## config.mk

```make
export PLATFORM = sky130hd
export DESIGN_NAME = id_ex_reg
export DESIGN_NICKNAME = d
export VERILOG_FILES = /design/src/rtl/id_ex_reg.sv
export SDC_FILE = /design/constraint.sdc
export NUM_CORES = 1
export LEC_CHECK = 0
export ABC_AREA = 1
export CAP_MARGIN = 20
export CELL_PAD_IN_SITES_DETAIL_PLACEMENT = 1
export CELL_PAD_IN_SITES_GLOBAL_PLACEMENT = 1
export CORE_AREA = 2 2 167 169
export CTS_CLUSTER_DIAMETER = 30
export CTS_CLUSTER_SIZE = 16
export DETAILED_ROUTE_END_ITERATION = 8
export DIE_AREA = 0 0 169 171
export GPL_TIMING_DRIVEN = 0
export HOLD_SLACK_MARGIN = 0.02
export PLACE_DENSITY_LB_ADDON = 0.1
export SETUP_SLACK_MARGIN = 0.15
export SKIP_LAST_GASP = 1
export SLEW_MARGIN = 5
export SYNTH_ARGS = -nofsm -noshare
export SYNTH_HDL_FRONTEND = slang
export SYNTH_SLANG_ARGS = --single-unit
```

## constraint.sdc

```tcl
create_clock -name clk -period 1.3 [get_ports clk]
set_input_delay 0.26 -clock clk [delete_from_list [all_inputs] [get_ports clk]]
set_output_delay 0.26 -clock clk [all_outputs]
set_load 0.1 [all_outputs]
```

## src/rtl/id_ex_reg.sv

```systemverilog
// ID/EX pipeline register between decode and execute.
// Carries the decoded operand bundle with a valid/ready handshake, a
// synchronous flush for branch-taken or exception kills, and a saturating
// back-pressure counter.
//
// Build option: define ID_EX_SKID_EN to add a skid register behind the main
// register so that in_ready comes straight from a flop instead of depending
// combinationally on out_ready. Without the macro a single register stage is
// built.
//
// Payload layout (MSB first, 146 bits):
//   pc[31:0], data_a[31:0], data_b[31:0], imme[31:0], alusrc,
//   alu_control[3:0], unsigned_num, equal_branch, shamt[4:0], wreg[4:0],
//   regwrite (bit 0)

module id_ex_reg (
   input  logic         clk,
   input  logic         rst_n,
   input  logic         in_valid,
   output logic         in_ready,
   input  logic [145:0] in_payload,
   output logic         out_valid,
   input  logic         out_ready,
   output logic [145:0] out_payload,
   input  logic         flush,
   output logic [15:0]  stall_cycles
);

   localparam int unsigned PayloadW = 146;
   localparam logic [15:0] StallMax = 16'hFFFF;

   // Main register: the instruction currently offered to the execute stage
   logic                main_valid_q, main_valid_d;
   logic [PayloadW-1:0] main_data_q, main_data_d;

   logic                out_fire;
   logic                in_fire;

   logic [15:0]         stall_q, stall_d;

   assign out_valid = main_valid_q;
   assign out_fire  = main_valid_q & out_ready;
   assign in_fire   = in_valid & in_ready;

   // regwrite is gated by valid so a bubble can never write the register
   // file; every other field keeps its last value while the stage is empty.
   assign out_payload = {main_data_q[PayloadW-1:1], main_data_q[0] & main_valid_q};

`ifdef ID_EX_SKID_EN

   // Skid register: catches the one instruction accepted while main is
   // full and not draining. Only ever valid while main is valid.
   logic                skid_valid_q, skid_valid_d;
   logic [PayloadW-1:0] skid_data_q, skid_data_d;
   logic                ready_q;

   // in_ready is registered: it is simply "skid empty".
   assign in_ready = ready_q;

   // Next-state for main and skid registers; flush kills both
   always_comb begin
      main_valid_d = main_valid_q;
      main_data_d  = main_data_q;
      skid_valid_d = skid_valid_q;
      skid_data_d  = skid_data_q;
      if (flush) begin
         main_valid_d = 1'b0;
         skid_valid_d = 1'b0;
      end else if (out_fire || !main_valid_q) begin
         // Main is free this edge: refill from skid first to keep FIFO order.
         // in_fire cannot coincide with a full skid since in_ready is low then.
         if (skid_valid_q) begin
            main_valid_d = 1'b1;
            main_data_d  = skid_data_q;
            skid_valid_d = 1'b0;
         end else begin
            main_valid_d = in_fire;
            if (in_fire) begin
               main_data_d = in_payload;
            end
         end
      end else if (in_fire) begin
         skid_valid_d = 1'b1;
         skid_data_d  = in_payload;
      end
   end

   // Main, skid and ready flops; reset leaves the stage empty and ready
   always_ff @(posedge clk or negedge rst_n) begin
      if (!rst_n) begin
         main_valid_q <= 1'b0;
         main_data_q  <= '0;
         skid_valid_q <= 1'b0;
         skid_data_q  <= '0;
         ready_q      <= 1'b1;
      end else begin
         main_valid_q <= main_valid_d;
         main_data_q  <= main_data_d;
         skid_valid_q <= skid_valid_d;
         skid_data_q  <= skid_data_d;
         ready_q      <= ~skid_valid_d;
      end
   end

`else

   // Single stage: accept whenever the held instruction is absent or leaving
   assign in_ready = ~main_valid_q | out_ready;

   // Next-state for the main register; flush discards held and incoming data
   always_comb begin
      main_valid_d = main_valid_q;
      main_data_d  = main_data_q;
      if (flush) begin
         main_valid_d = 1'b0;
      end else if (in_fire) begin
         main_valid_d = 1'b1;
         main_data_d  = in_payload;
      end else if (out_fire) begin
         main_valid_d = 1'b0;
      end
   end

   // Main register flops
   always_ff @(posedge clk or negedge rst_n) begin
      if (!rst_n) begin
         main_valid_q <= 1'b0;
         main_data_q  <= '0;
      end else begin
         main_valid_q <= main_valid_d;
         main_data_q  <= main_data_d;
      end
   end

`endif

   // Count cycles where execute holds off a valid instruction; a flush cycle
   // is a kill, not a stall, so it is excluded.
   always_comb begin
      stall_d = stall_q;
      if (main_valid_q && !out_ready && !flush && (stall_q != StallMax)) begin
         stall_d = stall_q + 16'd1;
      end
   end

   // Stall counter flop; cleared only by reset
   always_ff @(posedge clk or negedge rst_n) begin
      if (!rst_n) begin
         stall_q <= '0;
      end else begin
         stall_q <= stall_d;
      end
   end

   assign stall_cycles = stall_q;

endmodule

```

==> metrics.sh <==
CLKLATENCYLATEPIN_PS=430
TIMING.HOLD.WS_PS=-231
CTS.SINK_COUNT=163
YOSYS.AREA.TOP_TYPE_SHARE_PCT=49.4
TIMING.FMAX_MHz=619
ROUTED_LEN_INST_UM=19.0
GLOBAL_ROUTE.USAGE.MET3_PCT=4.93
GRT_PASS1_VIAS=6501
PLACE_WORST_SETUP_SLACK_PS=-1040
HOLDCRITPATHCLASS='in2async'
R2R_START='out_valid'
GRT_USAGE_PCT=18.1
FIN_NETS=1266
SYNTH.CELL_AREA_UM2=8260
IR_WORST_VDD_mV=0.924
YS.WARNINGS.COUNT=0
FINAL_LAYOUT_SIZE_SUFFIX_GT1_SHARE_PCT=64.3
TIMING_MAX_TRANSITION_VIOLATIONS_FINAL=0
MULTI_INPUT_AREA_UM2=2900
PLACE_HPWL_UM=16400
DR.FIRST_ITER.DRC_COUNT=172
PIN_COUNT=315
GLOBALROUTE.TOTALOVERFLOW=0
DIE_W_UM=169
MAX-CLOCK-PATH-BUFFERS=2
ANTENNA_FOUND_INITIAL=1
GRT_MAX_DEGREE=99
WORST_SETUP_PATH_ENDPOINT='main_data_q[56]'
LAYOUT.FILLER_CELLS=2562
FINAL-SEQ-AREA_UM2=4130
GLOBAL_ROUTE.PEAK_USAGE_LAYER='met2'
ANTENNA_VIOLATING_NETS_POST_ROUTE=0
DRT_PASS1_ITERATIONS=4
DRT_DRC=0
CORE_UM2=27300
GRT_SETUP_UNREPAIRED='true'
ENDPOINT_KIND='flop'
PORT_BUFFERS=314
SYNTH_CELL_TYPES=22
FF2FF_SETUP_SLACK_PS=-320
FINAL-SETUP-VIOL-COUNT=325
REGTOREGENDPOINT='main_data_q[56]'
WORST-R2R-CELL-COUNT=6
STARTPOINT='out_valid'
SYNTH_FP_NETS=774
TIMING_WORST_SLEW_PIN_VALUE_PS=573
CHIPHEIGHT_UM=171
SYN-INSTANCE-COUNT=622
FAILED_CHECKS='hold timing, setup timing'
LAYOUT_SETUP_WS_PS=-315
RUN_STATUS='complete, but fails checks'
FLOORPLAN.DIE_AREA_UM2=28900
POSTROUTEWIRELENGTH_UM=28000
WORST_CASE_HEADROOM_TO_THE_MAX_SLEW_LIMIT_PCT=61.8
TIMING.CRITICAL_PATH.REQUIRED_PS=1610
SYNTH_SEQUENTIAL_AREA_RATIO_PCT=49.4
SYNTH.TOP_CELLS.BY_AREA='sky130_fd_sc_hd__dfrtp_1 49%, sky130_fd_sc_hd__mux2_4 23%, sky130_fd_sc_hd__buf_4 13%'
EFFECTIVE_UTILIZATION_AT_FLOORPLAN_PCT=30.2
SYNTH.FF_LATCH_COUNT=163
CTS_INSERTED_BUFFERS=17
FINAL_MIN_PERIOD_OVER_CLOCK_PERIOD_PCT=124
POST_SYNTH.CELL_AREA_AVG_UM2=13.3
ROUTE.DETAILED.VIAS_PER_INST=4.19
SYNTH_TO_FINAL_AREA_CHANGE_PCT=99.1
GRT_PASS1_WL_UM=39400
CRITPATHKIND='reg2reg'
CLOCKROOTBUFFER='sky130_fd_sc_hd__clkbuf_16'
TRITONCTS='built'
SYNTH_LARGEST_AREA_CELL='sky130_fd_sc_hd__dfrtp_1'
CP_MAX_FO=6
HTREEDEPTH=4
FINAL.SETUP_SKEW_PS=12.0
MAXCAPVIOLCOUNT=0
P_PER_AREA_nW_PER_UM2=1700
ROUTABILITYCONGESTION=0.742
HOLD_VIOLATIONS=65
P_LEAK_nW=7.87
PERIOD_MINUS_SLACK_PS=1620
OVERALL_VIA_COUNT_FROM_DETAIL_ROUTE=6179
GROUTE.LAYER.MET2.USAGE_PCT=31.2
WORST_SETUP_HOLD_PATH_CLK_SLEW_PS=80
GRT.MET1_USAGE_PCT=22.5
WORST_EP_ARRIVAL_TIME_PS=1930
STD_CELL_ROWS=61
CRIT_PATH_START_KIND='flop'
## through the flow
step | power, mW | std cells | instance area [um^2] | util [%] | TNS [ps]
2_1_floorplan | 15.8 | 622 | 8380 | - | -64700
3_3_place_gp | 18.4 | 1282 | 12000 | 43.8 | -1444380
3_5_place_dp | 18.4 | 1283 | 12000 | 43.9 | -171380
4_1_cts | 27.5 | 1404 | 15800 | 57.7 | -50600
5_1_grt | 28.9 | 1473 | 16400 | 60.2 | -59740
6_report | 28.0 | 1474 | 16500 | 60.2 | -47510
## cells in the mapped netlist
cell,number
sky130_fd_sc_hd__nor2_2,1
sky130_fd_sc_hd__nand2_4,1
sky130_fd_sc_hd__o21ai_0,2
sky130_fd_sc_hd__nor2_4,1
sky130_fd_sc_hd__nand4_1,8
sky130_fd_sc_hd__nand2_1,69
sky130_fd_sc_hd__nand2_2,3
sky130_fd_sc_hd__buf_2,1
sky130_fd_sc_hd__inv_1,25
sky130_fd_sc_hd__nand3_4,1
sky130_fd_sc_hd__buf_4,145
sky130_fd_sc_hd__mux2_4,129
sky130_fd_sc_hd__buf_12,11
sky130_fd_sc_hd__buf_6,5
sky130_fd_sc_hd__mux2_2,17
sky130_fd_sc_hd__nor2_1,18
sky130_fd_sc_hd__o21ai_2,2
sky130_fd_sc_hd__xor2_1,2
sky130_fd_sc_hd__nand3_1,15
sky130_fd_sc_hd__xnor2_1,2
sky130_fd_sc_hd__dfrtp_1,163
sky130_fd_sc_hd__ha_1,1
## sequential cells by signal (all words and copies together) (netlist names)
signal / count
out_valid: 1
main_data_q: 146
stall_cycles: 16
## report_power, final
part / total (mW) / switching [mW] / leakage [nW] / internal, mW
logic: 16.1 / 8.75 / 5.68 / 7.40
clock network: 5.16 / 2.39 / 0.274 / 2.77
registers: 6.73 / 0.751 / 1.92 / 5.97
total: 28.0 / 11.9 / 7.87 / 16.1
## worst min-delay path by stage
| stage | startpoint | to | cells after the start |
|---|---|---|---|
| finish | rst_n | main_data_q[18] | 1 |
| CTS | rst_n | main_data_q[19] | 1 |
| global placement | main_data_q[145] | main_data_q[145] | 1 |
| detailed placement | rst_n | main_data_q[19] | 1 |
| global route | rst_n | main_data_q[18] | 1 |
| floorplan | rst_n | main_data_q[0] | 0 |
## kinds of logic after synthesis
group	after synthesis	synth area share [%]
AOI/OAI and AO/OA	4	0.333
DFF	163	49.4
and+or+nand+nor	117	6.25
xor gates and xnor gates	4	0.424
adders and majority gates	1	0.151
muxes	146	25.8
buffers and inverters	187	17.7
## critical path, cell delays in order (launching register included)
cell	delay, ps
sky130_fd_sc_hd__dfrtp_4	530
sky130_fd_sc_hd__nand2_8	90
sky130_fd_sc_hd__nand3_4	90
sky130_fd_sc_hd__buf_12	160
sky130_fd_sc_hd__buf_16	160
sky130_fd_sc_hd__clkbuf_16	170
sky130_fd_sc_hd__mux2_4	300
## metal layers
metal | wire length, um | vias up
li1 | - | 2893
met1 | 11500 | 3086
met2 | 14700 | 185
met3 | 1540 | 15
met4 | 299 | 0
met5 | 0 | -
## final cells by class
| cell class | instances | share of cell area (%) |
|---|---|---|
| multi-input cells | 273 | 17.6 |
| inverters | 25 | 0.624 |
| plain buffers | 161 | 11.9 |
| flip-flops and latches | 163 | 25.1 |
| repair buffers | 473 | 38.6 |
| diodes | 1 | 0.0152 |
| well taps | 346 | 2.63 |
| clock buffers | 19 | 2.69 |
| clock inverters | 13 | 0.852 |
## repair_timing
item                        CTS  global route
cloned                       11             6
hold endpoints to repair     65            65
gates resized for setup    1671            15
pin swaps                    15            16
setup endpoints to repair   327           327
buffers inserted             79            63
## cells in the final DEF (no fill, tap or decap), drive strengths merged
master	netlist	layout
clkinv	0	2
o21ai	4	4
diode	0	1
mux2	146	146
clkinvlp	0	5
nor2	20	20
ha	1	1
buf	162	479
nand4	8	8
nand2	73	74
clkdlybuf4s50	0	149
xnor2	2	2
nand3	16	16
inv	25	30
clkbuf	0	25
dfrtp	163	163
bufinv	0	1
xor2	2	2
Power figures use the tool's default switching activity.
